File: config.mk
export PLATFORM = sky130hd
export DESIGN_NAME = ap_ctrl_txn_profiler_flat
export DESIGN_NICKNAME = d
export VERILOG_FILES = /design/src/rtl/ap_ctrl_txn_profiler_pkg.sv /design/src/rtl/ap_ctrl_txn_profiler_if.sv /design/src/rtl/ap_ctrl_txn_profiler_ts_fifo.sv /design/src/rtl/ap_ctrl_txn_profiler.sv /design/src/flat_wrapper.sv
export SDC_FILE = /design/constraint.sdc
export NUM_CORES = 1
export LEC_CHECK = 0
export CAP_MARGIN = 20
export CORE_UTILIZATION = 62
export DETAILED_ROUTE_END_ITERATION = 8
export PLACE_DENSITY = 0.87
export SLEW_MARGIN = 10
export SYNTH_ARGS = -nofsm -noshare
export SYNTH_HDL_FRONTEND = slang
export SYNTH_HIERARCHICAL = 1
export SYNTH_SLANG_ARGS = --single-unit
File: constraint.sdc
create_clock -name clock -period 13.7 [get_ports clock]
set_input_delay 2.74 -clock clock [delete_from_list [all_inputs] [get_ports clock]]
set_output_delay 2.74 -clock clock [all_outputs]
set_load 0.02 [all_outputs]
File: src/rtl/ap_ctrl_txn_profiler_pkg.sv
// Shared types for the ap_ctrl transaction profiler: record layout, FSM states, widths.
package ap_ctrl_prof_pkg;

   localparam int PROF_CNT_W = 32;
   localparam int PROF_ID_W  = 16;
   localparam int DROP_W     = 16;

   typedef enum logic [1:0] {
      IDLE  = 2'd0,
      RUN   = 2'd1,
      FLUSH = 2'd2,
      DONE  = 2'd3
   } prof_state_e;

   typedef struct packed {
      logic [PROF_ID_W-1:0]  id;
      logic [PROF_CNT_W-1:0] start_ts;
      logic [PROF_CNT_W-1:0] latency;
      logic [PROF_CNT_W-1:0] interval;
      logic [PROF_CNT_W-1:0] stall;
   } prof_rec_t;

endpackage

File: src/rtl/ap_ctrl_txn_profiler_if.sv
// ap_ctrl tap inputs plus the record output stream of the transaction profiler.
interface ap_ctrl_txn_profiler_if #(
   parameter int CNT_W = 32,
   parameter int ID_W  = 16
) ();
   logic             ap_start;
   logic             ap_ready;
   logic             ap_done;
   logic             ap_continue;
   logic             rec_valid;
   logic             rec_ready;
   logic [ID_W-1:0]  rec_id;
   logic [CNT_W-1:0] rec_start_ts;
   logic [CNT_W-1:0] rec_latency;
   logic [CNT_W-1:0] rec_interval;
   logic [CNT_W-1:0] rec_stall;

   modport master (
      output ap_start, ap_ready, ap_done, ap_continue, rec_ready,
      input  rec_valid, rec_id, rec_start_ts, rec_latency, rec_interval, rec_stall
   );

   modport slave (
      input  ap_start, ap_ready, ap_done, ap_continue, rec_ready,
      output rec_valid, rec_id, rec_start_ts, rec_latency, rec_interval, rec_stall
   );
endinterface

File: src/rtl/ap_ctrl_txn_profiler_ts_fifo.sv
// Timestamp FIFO holding {ts, interval, stall} per outstanding transaction; head is read combinationally.
module prof_ts_fifo #(
   parameter int DEPTH = 8,
   parameter int W     = 96
) (
   input  logic         clock,
   input  logic         reset,
   input  logic         push,
   input  logic         pop,
   input  logic [W-1:0] wdata,
   output logic [W-1:0] rdata,
   output logic         full,
   output logic         empty
);
   localparam int AW = $clog2(DEPTH);

   logic [W-1:0] mem [DEPTH];
   logic [AW:0]  wr_ptr;
   logic [AW:0]  rd_ptr;

   always_ff @(posedge clock) begin
      if (push) mem[wr_ptr[AW-1:0]] <= wdata;
   end

   always_ff @(posedge clock or posedge reset) begin
      if (reset) begin
         wr_ptr <= '0;
         rd_ptr <= '0;
      end else begin
         if (push) wr_ptr <= wr_ptr + 1'b1;
         if (pop)  rd_ptr <= rd_ptr + 1'b1;
      end
   end

   assign rdata = mem[rd_ptr[AW-1:0]];
   assign empty = (wr_ptr == rd_ptr);
   assign full  = (wr_ptr[AW] != rd_ptr[AW]) && (wr_ptr[AW-1:0] == rd_ptr[AW-1:0]);
endmodule

File: src/rtl/ap_ctrl_txn_profiler.sv
// Pairs ap_ctrl starts with completions in FIFO order and emits one latency/interval record each.
// Optional stall counting is enabled with `define AP_CTRL_PROF_STALL_EN.
//
// state | meaning
// IDLE  | waiting for the first accepted start
// RUN   | profiling starts and completions
// FLUSH | finish seen; completions drained, new starts ignored
// DONE  | drained and output empty; terminal until reset
module ap_ctrl_txn_profiler
   import ap_ctrl_prof_pkg::*;
#(
   parameter int CNT_W = PROF_CNT_W,
   parameter int ID_W  = PROF_ID_W,
   parameter int DEPTH = 8
) (
   input  logic                  clock,
   input  logic                  reset,
   input  logic                  finish,
   ap_ctrl_txn_profiler_if.slave bus,
   output logic [DROP_W-1:0]     drop_cnt,
   output logic                  err_overflow,
   output logic                  err_underflow,
   output logic                  flushed
);
   prof_state_e state_q, state_d;

   logic [CNT_W-1:0]   cyc;
   logic [CNT_W-1:0]   last_start;
   logic               has_start;
   logic [ID_W-1:0]    done_id;
   logic [CNT_W-1:0]   stall_now;
   logic [CNT_W-1:0]   interval_now;
   logic               start_ev, done_ev;
   logic               start_ok, done_ok;
   logic               start_acc, done_acc;
   logic               push, pop, bypass, overflow, underflow;
   logic               fifo_full, fifo_empty;
   logic [3*CNT_W-1:0] fifo_wdata, fifo_rdata;
   logic [CNT_W-1:0]   head_ts;
   logic               new_valid;
   prof_rec_t          new_rec;
   prof_rec_t          rec_q;
   logic               rec_valid_q;

   assign start_ev = bus.ap_start & bus.ap_ready;
   assign done_ev  = bus.ap_done & bus.ap_continue;

   always_ff @(posedge clock or posedge reset) begin
      if (reset) state_q <= IDLE;
      else       state_q <= state_d;
   end

   always_comb begin
      state_d  = state_q;
      start_ok = 1'b0;
      done_ok  = 1'b0;
      case (state_q)
         IDLE: begin
            start_ok = 1'b1;
            done_ok  = 1'b1;
            if (start_ev) state_d = RUN;
         end
         RUN: begin
            start_ok = 1'b1;
            done_ok  = 1'b1;
            if (finish) state_d = FLUSH;
         end
         FLUSH: begin
            done_ok = 1'b1;
            if (fifo_empty && !rec_valid_q) state_d = DONE;
         end
         DONE: ;
         default: state_d = IDLE;
      endcase
   end

   // A start arriving while full is still taken if a completion frees a slot the same cycle.
   always_comb begin
      start_acc    = start_ok & start_ev;
      done_acc     = done_ok & done_ev;
      interval_now = has_start ? (cyc - last_start) : '0;
      pop          = done_acc & ~fifo_empty;
      overflow     = start_acc & fifo_full & ~pop;
      bypass       = done_acc & fifo_empty & start_acc;
      underflow    = done_acc & fifo_empty & ~start_acc;
      push         = start_acc & ~overflow & ~bypass;
      new_valid    = pop | bypass;
   end

   assign fifo_wdata = {cyc, interval_now, stall_now};
   assign head_ts    = fifo_rdata[3*CNT_W-1:2*CNT_W];

   always_comb begin
      new_rec    = '0;
      new_rec.id = done_id;
      if (pop) begin
         new_rec.start_ts = head_ts;
         new_rec.latency  = cyc - head_ts;
         new_rec.interval = fifo_rdata[2*CNT_W-1:CNT_W];
         new_rec.stall    = fifo_rdata[CNT_W-1:0];
      end else begin
         new_rec.start_ts = cyc;
         new_rec.latency  = '0;
         new_rec.interval = interval_now;
         new_rec.stall    = stall_now;
      end
   end

   prof_ts_fifo #(
      .DEPTH (DEPTH),
      .W     (3*CNT_W)
   ) u_fifo (
      .clock (clock),
      .reset (reset),
      .push  (push),
      .pop   (pop),
      .wdata (fifo_wdata),
      .rdata (fifo_rdata),
      .full  (fifo_full),
      .empty (fifo_empty)
   );

`ifdef AP_CTRL_PROF_STALL_EN
   logic [CNT_W-1:0] stall_cnt;

   always_ff @(posedge clock or posedge reset) begin
      if (reset)                                stall_cnt <= '0;
      else if (start_ev)                        stall_cnt <= '0;
      else if (bus.ap_start && !bus.ap_ready)   stall_cnt <= stall_cnt + 1'b1;
   end

   assign stall_now = stall_cnt;
`else
   assign stall_now = '0;
`endif

   always_ff @(posedge clock or posedge reset) begin
      if (reset) begin
         cyc           <= '0;
         last_start    <= '0;
         has_start     <= 1'b0;
         done_id       <= '0;
         rec_q         <= '0;
         rec_valid_q   <= 1'b0;
         drop_cnt      <= '0;
         err_overflow  <= 1'b0;
         err_underflow <= 1'b0;
         flushed       <= 1'b0;
      end else begin
         cyc <= cyc + 1'b1;
         if (start_acc && !overflow) begin
            last_start <= cyc;
            has_start  <= 1'b1;
         end
         if (overflow)  err_overflow  <= 1'b1;
         if (underflow) err_underflow <= 1'b1;
         if (new_valid) begin
            done_id <= done_id + 1'b1;
            if (!rec_valid_q || bus.rec_ready) begin
               rec_q       <= new_rec;
               rec_valid_q <= 1'b1;
            end else if (drop_cnt != '1) begin
               drop_cnt <= drop_cnt + 1'b1;
            end
         end else if (bus.rec_ready) begin
            rec_valid_q <= 1'b0;
         end
         flushed <= (state_d == DONE);
      end
   end

   assign bus.rec_valid    = rec_valid_q;
   assign bus.rec_id       = rec_q.id;
   assign bus.rec_start_ts = rec_q.start_ts;
   assign bus.rec_latency  = rec_q.latency;
   assign bus.rec_interval = rec_q.interval;
   assign bus.rec_stall    = rec_q.stall;
endmodule

File: src/flat_wrapper.sv
// flat-port wrapper written by rule: the top's interface ports become plain ports
module ap_ctrl_txn_profiler_flat import ap_ctrl_prof_pkg::*;
#(
   parameter int CNT_W = PROF_CNT_W,
   parameter int ID_W  = PROF_ID_W,
   parameter int DEPTH = 8
)
  (clock, reset, finish, drop_cnt, err_overflow, err_underflow, flushed, bus_ap_start, bus_ap_ready, bus_ap_done, bus_ap_continue, bus_rec_ready, bus_rec_valid, bus_rec_id, bus_rec_start_ts, bus_rec_latency, bus_rec_interval, bus_rec_stall);
  ap_ctrl_txn_profiler_if #(.CNT_W(CNT_W), .ID_W(ID_W)) bus_i ();
  input  logic clock;
  input  logic reset;
  input  logic finish;
  output logic [DROP_W-1:0] drop_cnt;
  output logic err_overflow;
  output logic err_underflow;
  output logic flushed;
  input wire logic [$bits(bus_i.ap_start)-1:0] bus_ap_start;
  input wire logic [$bits(bus_i.ap_ready)-1:0] bus_ap_ready;
  input wire logic [$bits(bus_i.ap_done)-1:0] bus_ap_done;
  input wire logic [$bits(bus_i.ap_continue)-1:0] bus_ap_continue;
  input wire logic [$bits(bus_i.rec_ready)-1:0] bus_rec_ready;
  output wire logic [$bits(bus_i.rec_valid)-1:0] bus_rec_valid;
  output wire logic [$bits(bus_i.rec_id)-1:0] bus_rec_id;
  output wire logic [$bits(bus_i.rec_start_ts)-1:0] bus_rec_start_ts;
  output wire logic [$bits(bus_i.rec_latency)-1:0] bus_rec_latency;
  output wire logic [$bits(bus_i.rec_interval)-1:0] bus_rec_interval;
  output wire logic [$bits(bus_i.rec_stall)-1:0] bus_rec_stall;
  assign bus_i.ap_start = bus_ap_start;
  assign bus_i.ap_ready = bus_ap_ready;
  assign bus_i.ap_done = bus_ap_done;
  assign bus_i.ap_continue = bus_ap_continue;
  assign bus_i.rec_ready = bus_rec_ready;
  assign bus_rec_valid = bus_i.rec_valid;
  assign bus_rec_id = bus_i.rec_id;
  assign bus_rec_start_ts = bus_i.rec_start_ts;
  assign bus_rec_latency = bus_i.rec_latency;
  assign bus_rec_interval = bus_i.rec_interval;
  assign bus_rec_stall = bus_i.rec_stall;
  ap_ctrl_txn_profiler #(.CNT_W(CNT_W), .ID_W(ID_W), .DEPTH(DEPTH)) u_core (.clock(clock), .reset(reset), .finish(finish), .bus(bus_i), .drop_cnt(drop_cnt), .err_overflow(err_overflow), .err_underflow(err_underflow), .flushed(flushed));
endmodule
==> results of run 1 <==
-- final cells by class --
| cell class | count | area (um2) | share of cell area |
|---|---|---|---|
| clock buffer | 132 | 2780 | 0.0554 |
| clock inverter | 59 | 604 | 0.0121 |
| inverter | 92 | 355 | 0.00709 |
| multi-input combinational | 1648 | 13600 | 0.271 |
| sequential | 1023 | 29500 | 0.588 |
| tap | 931 | 1160 | 0.0233 |
| timing repair buffer | 224 | 2170 | 0.0434 |
-- metal layers --
metal	GRT usage	vias up
met1	0.403	13017
met4	0.130	6
met2	0.508	1564
met5	0	-
li1	-	10768
met3	0.0468	263
-- worst paths after layout --
check                                                      end
hold / removal                u_core/bus.rec_id[4]$_DFFE_PP0P_
max in group asynchronous      u_core/drop_cnt[11]$_DFFE_PP0P_
min in group asynchronous  u_core/u_fifo/wr_ptr[0]$_DFFE_PP0P_
setup / recovery            u_core/u_fifo/mem[4][65]$_DFFE_PP_
hold reg to reg               u_core/bus.rec_id[4]$_DFFE_PP0P_
setup reg to reg            u_core/u_fifo/mem[4][65]$_DFFE_PP_
-- worst max-delay path: stages --
cell and delay, ns:
clkdlybuf4s50_1 0.46, nand2_1 0.13, a21oi_1 0.31, nand2b_2 0.10
buf_4 0.30, nand2_1 0.18, nand2_1 0.07, buf_4 0.27
a21oi_1 0.51, nand2b_1 0.35, nor2_4 0.65, buf_4 0.67
buf_4 0.71
-- power groups by stage --
stage | combinational [mW] | clock [mW] | sequential, mW
2_1_floorplan | 1.48 | 0 | 3.97
3_3_place_gp | 2.35 | 0 | 3.84
3_5_place_dp | 2.42 | 0 | 3.85
4_1_cts | 2.47 | 2.81 | 3.79
5_1_grt | 2.63 | 2.93 | 3.82
6_report | 2.49 | 2.79 | 3.79
-- per-stage QoR --
| step | setup slack (ns) | instances | cell area (um2) | total power, mW | util |
|---|---|---|---|---|---|
| after floorplan | 2.32 | 2887 | 43900 | 5.45 | - |
| after global placement | 6.13 | 3913 | 46600 | 6.19 | 0.680 |
| after detailed placement | 6.00 | 3913 | 46600 | 6.27 | 0.680 |
| after CTS | 6.58 | 4104 | 50000 | 9.07 | 0.729 |
| after global routing | 6.36 | 4109 | 50100 | 9.38 | 0.730 |
| final | 6.50 | 4109 | 50100 | 9.07 | 0.730 |
-- synth_stat cells, types with 9 or more instances --
master / n
mux4_2: 192
nor2_1: 116
xnor2_1: 77
mux2i_1: 9
nand4_1: 28
nor3b_1: 9
a21o_1: 28
nor2b_1: 10
and2_1: 22
buf_2: 20
inv_1: 91
clkbuf_1: 78
o21ai_0: 53
a21oi_1: 69
and3_1: 27
a22o_1: 35
buf_6: 18
edfxtp_1: 768
nand3_1: 52
dfrtp_1: 255
a31oi_1: 53
ha_1: 68
nand2_1: 241
mux2_2: 133
o21a_1: 11
xor2_1: 30
a221oi_1: 9
nor3_1: 14
-- layout by cell type, fill, tap and decap left out, types with 8 or more instances in the layout --
master	netlist	layout
and2_1	22	21
nor2b_1	10	10
o21a_1	11	11
mux4_2	192	192
a31oi_1	53	53
nand2_1	241	240
mux2_2	133	133
clkbuf_1	78	19
mux2i_1	9	9
a21oi_1	69	69
clkinv_2	0	24
xor2_1	30	30
and4_1	8	8
and3_1	27	27
xnor2_1	77	77
clkbuf_16	0	102
nor3b_1	9	9
inv_1	91	89
ha_1	68	68
a221oi_1	9	9
nor2_1	116	110
edfxtp_1	768	768
nor3_1	14	12
dfrtp_1	255	252
nand3_1	52	52
a22o_1	35	35
o21ai_0	53	53
clkbuf_8	0	11
clkdlybuf4s50_1	0	171
conb_1	1	256
a21o_1	28	28
nand4_1	28	28
buf_4	0	48
clkinv_1	1	12
-- kinds of logic after synthesis --
kind of cell             count (synthesis)
flip-flops                            1023
multiplexers                           334
adder cells (fa/ha/maj)                 70
other                                    1
AO/OA/AOI/OAI                          321
buffers and inverters                  216
AND/OR/NAND/NOR                        560
XOR/XNOR                               107
-- flip-flops by register name (all words and copies together), names as in the netlist --
register,flops
u_core/cyc,32
u_core/done_id,16
u_core/flushed,1
u_core/err_underflow,1
u_core/bus.rec_stall,32
u_core/bus.rec_start_ts,32
u_core/bus.rec_interval,32
u_core/state_q,2
u_core/u_fifo/rd_ptr,4
u_core/err_overflow,1
u_core/bus.rec_valid,1
u_core/bus.rec_id,16
u_core/has_start,1
u_core/u_fifo/mem,768
u_core/drop_cnt,16
u_core/last_start,32
u_core/bus.rec_latency,32
u_core/u_fifo/wr_ptr,4
==> impl_metrics.ini, run 1 <==
[yosys]
synth-xor-area-share = 0.0218
synth_area_mm2 = 0.0429
synth_top_area_frac = 0.537
synth_cell_types = 74
synth.avg_cell_area_um2 = 16.3
ys_async_sr_fraction = 0.249
synth-seq-cells = 1023
synthSimpleGateAreaFrac = 0.0606
ys.warnings.count = 6
synth_ff_type = edfxtp_1
ys_seq_area_frac = 0.686
synth_top_family_by_area = multiplexers
postSynthCellCount = 2632
synth_mux_area_frac = 0.138
synth_compound_area_frac = 0.0509
synth_area_leaders = edfxtp_1 54%, dfrtp_1 15%, mux4_2 10%
synth_edf_count = 768
yosysTopAreaCell = edfxtp_1
synthAdderAreaFrac = 0.0207

[floorplan]
initial_core_util = 0.626
io_pins = 172
die_w_um = 265
dieArea_mm2 = 0.0703
core-area_mm2 = 0.0686
die_h_um = 265
rows = 96

[detailed_routing]
wl_met2_um = 52700
routed.top_layer = met5
initialDrtViolationCount = 2868
route.vias.total = 25618
viasPerCell = 6.23
ant_nets = 0
drc = 0
wl_per_cell_um = 25.5
wl_met3_um = 9490
drt-pass1-iter-count = 6
wl_um = 105000
met1Wirelength_um = 38700

[power]
combinationalPowerShare = 0.274
internal_power_mw = 6.34
clkPwrFrac = 0.307
ir_drop_mv = 0.156
p_leak_nw = 18.8
p_switching_mw = 2.72
p_sw_frac = 0.300
power.share.sequential = 0.418
p_per_area_mw_per_mm2 = 181

[critical_path]
reg2reg_slack_ns = 8.01
reg2reg_from = u_core/u_fifo/rd_ptr[2]$_DFFE_PP0P_
crit_type = in -> reg
critical_path.startpoint_type = primary input
end_kind = flop
ff2ff_path_depth = 12
startpoint = bus_ap_done
critPathArrivalTime_ns = 7.50
cp_max_fo = 40
worstPathRequired_ns = 14.00

[global_routing]
grt_usage = 0.304
overflow = 0
grt_pass1_wl_um = 160000
antenna_found_initial = 7
grt_pass1_vias = 26631
grt_max_degree = 92

[sta]
rsz0062_at_grt = no
worst_clock_skew_ns = 0.0259
maxSlewHeadroom = 0.201
finalCritPeriodShare = 0.526
setup_viol = 0
finalCriticalPeriod_ns = 7.20
finalMaxSlewViolations = 0
finalHoldViolCount = 0
tightest_slew_ns = 1.20
fin_setup_tns_ns = 0
hold_slack_ns = 0.476
max_freq_mhz = 139

[clock_network]
cts_tree = yes
insertion_delay_ns = 0.68
numCtsBuffers = 101
cts-resized-gates = 0
ctsHoldBuffers = 0
post_cts_buffers = 0
cts.sinks = 1023
htree_levels = 3
root_buffer = clkbuf_16
cts_buffer_depth = 3
clk_pin_slew_worst_paths_ns = 0.06

[outcome]
status = complete, no violations

[final_layout]
fillers = 3841
finalNetCount = 3168
drive_gt1_frac = 0.181
synthToLayoutAreaGrowth_pct = 16.6
num_antenna_cells = 0

[run]
drv_cap = 0

[place]
portBuffers = 171
place.detailed.hpwl_um = 61500
place_congestion = 0.872

[hold_path]
hp-class = reg -> reg
hp-start = u_core/bus.rec_id[4]$_DFFE_PP0P_
worstHoldPathCells = 2
(Power assumes the default switching activity.)
==> run 2, diff against run 1 <==
Settings changed: CORE_UTILIZATION 62 to 56, PLACE_DENSITY 0.87 to 0.83.
Clock period 13.7 ns to 6.57 ns, I/O delays scaled along.
==> run 2 against run 1 <==
Against the previous run: total power rose by 110%; count of clock-buffer cells in the layout fell by 2; global-route usage fell by 4.2 points.
==> impl_metrics.ini, run 2 (synthesis gave the netlist of run 1 again) <==
[outcome]
status = complete, no violations

[power]
internal_power_mw = 13.4
clkPwrFrac = 0.312
combinationalPowerShare = 0.266
ir_drop_mv = 0.317
p_sw_frac = 0.294
p_leak_nw = 18.8
p_per_area_mw_per_mm2 = 376
power.share.sequential = 0.421
p_switching_mw = 5.57

[sta]
finalCriticalPeriod_ns = 4.86
finalMaxSlewViolations = 0
worst_clock_skew_ns = 0.0366
rsz0062_at_grt = no
setup_ws_ns = 1.71
tightest_slew_ns = 1.15
max_freq_mhz = 206
finalHoldViolCount = 0
finalCritPeriodShare = 0.739
maxSlewHeadroom = 0.233
setup_viol = 0
hold_slack_ns = 0.472

[detailed_routing]
route.vias.total = 25057
wl_per_cell_um = 23.7
wl_um = 99900
initialDrtViolationCount = 2507
ant_nets = 0
drc = 0
drt-pass1-iter-count = 5
viasPerCell = 5.95

[clock_network]
cts_buffer_depth = 3
root_buffer = clkbuf_16
cts-resized-gates = 0
numCtsBuffers = 100
cts.sinks = 1023
clk_pin_slew_worst_paths_ns = 0.06
htree_levels = 3
insertion_delay_ns = 0.69
post_cts_buffers = 0
cts_tree = yes
ctsHoldBuffers = 0

[global_routing]
grt_use_met3 = 0.0433
antenna_found_initial = 0
grt_pass1_wl_um = 154000
grt_pass1_vias = 26381
busiest_layer = met2
grt_max_degree = 139
overflow = 0
grt_usage = 0.262
grtUsageMet2 = 0.442
grt.met1_usage = 0.347

[place]
portBuffers = 171
placed_cells = 4017
place.detailed.hpwl_um = 59900
place_ws_ns = 1.35
place_congestion = 0.874

[floorplan]
io_pins = 172
core-area_mm2 = 0.0759
rows = 101
initial_core_util = 0.565
dieArea_mm2 = 0.0778
die_w_um = 279
die_h_um = 279

[hold_path]
hp-start = u_core/bus.rec_id[14]$_DFFE_PP0P_
hp-class = reg -> reg

[critical_path]
worstPathRequired_ns = 7.18
end_kind = flop
reg2reg_from = u_core/u_fifo/rd_ptr[0]$_DFFE_PP0P_
critical_path.startpoint_type = flop
reg2reg_slack_ns = 1.71
crit_type = reg -> reg
startpoint = u_core/u_fifo/rd_ptr[0]$_DFFE_PP0P_
critPathArrivalTime_ns = 5.47
cp_max_fo = 45

[final_layout]
num_antenna_cells = 0
fin_cells = 4208
finalNetCount = 3169
final_common_cell = edfxtp_1
largest_reg_flops = 768
fin_util = 0.663
fillers = 4830
drive_gt1_frac = 0.182
synthToLayoutAreaGrowth_pct = 17.2
final_cell_mix = 768 x edfxtp_1, 256 x conb_1, 252 x dfrtp_1, 240 x nand2_1, 192 x mux4_2

[run]
drv_cap = 0
run 2: critical path, stage by stage, from the launching register on:
cell and delay, ns:
dfrtp_4 1.01, mux4_2 0.62, mux2_2 0.32, inv_1 0.07
ha_1 0.21, nor2b_1 0.14, o31a_1 0.31, o31ai_1 0.35
a21boi_1 0.27, a31oi_1 0.42, a211o_1 0.26, o221ai_1 0.15
or4_1 0.48, nand3_1 0.10
run 2: worst paths after layout:
| path | end | depth (start not counted) |
|---|---|---|
| setup reg to reg | u_core/bus.rec_latency[31]$_DFFE_PP0P_ | 13 |
| setup / recovery | u_core/bus.rec_latency[31]$_DFFE_PP0P_ | 13 |
| hold / removal | u_core/bus.rec_id[14]$_DFFE_PP0P_ | 2 |
| min in group asynchronous | u_core/u_fifo/rd_ptr[1]$_DFFE_PP0P_ | 2 |
| max in group asynchronous | u_core/bus.rec_interval[15]$_DFFE_PP0P_ | 3 |
| hold reg to reg | u_core/bus.rec_id[14]$_DFFE_PP0P_ | 2 |
run 2: power by group through the flow:
stage               combinational, mW  sequential (mW)  clock (mW)
floorplan                        3.08             8.29           0
global placement                 4.86             8.07           0
detailed placement               4.99             8.10           0
CTS                              5.04             7.98        5.98
global route                     5.36             8.04        6.23
finish                           5.04             7.98        5.92
run 2: area by class of cell:
class                   count  area [um2]  area share
clock buffers             130        2750      0.0546
repair buffers            226        2230      0.0444
multi-input cells        1648       13600       0.270
clock inverters            59         677      0.0135
well taps                1030        1290      0.0256
inverters                  92         352     0.00699
flip-flops and latches   1023       29500       0.585
run 2: per-stage QoR:
step,area (um2),total power [mW],TNS [ns]
after detailed placement,46900,13.1,0
after floorplan,43900,11.4,-470.79
after CTS,50300,19.0,0
after global routing,50300,19.6,0
final,50300,18.9,0
after global placement,46900,12.9,0
run 2: routing by layer:
metal  wire, um  vias to the layer above
met5          0                        -
met4       2990                        0
met3       8020                      211
met2      50400                     1265
met1      38500                    12818
li1           -                    10763
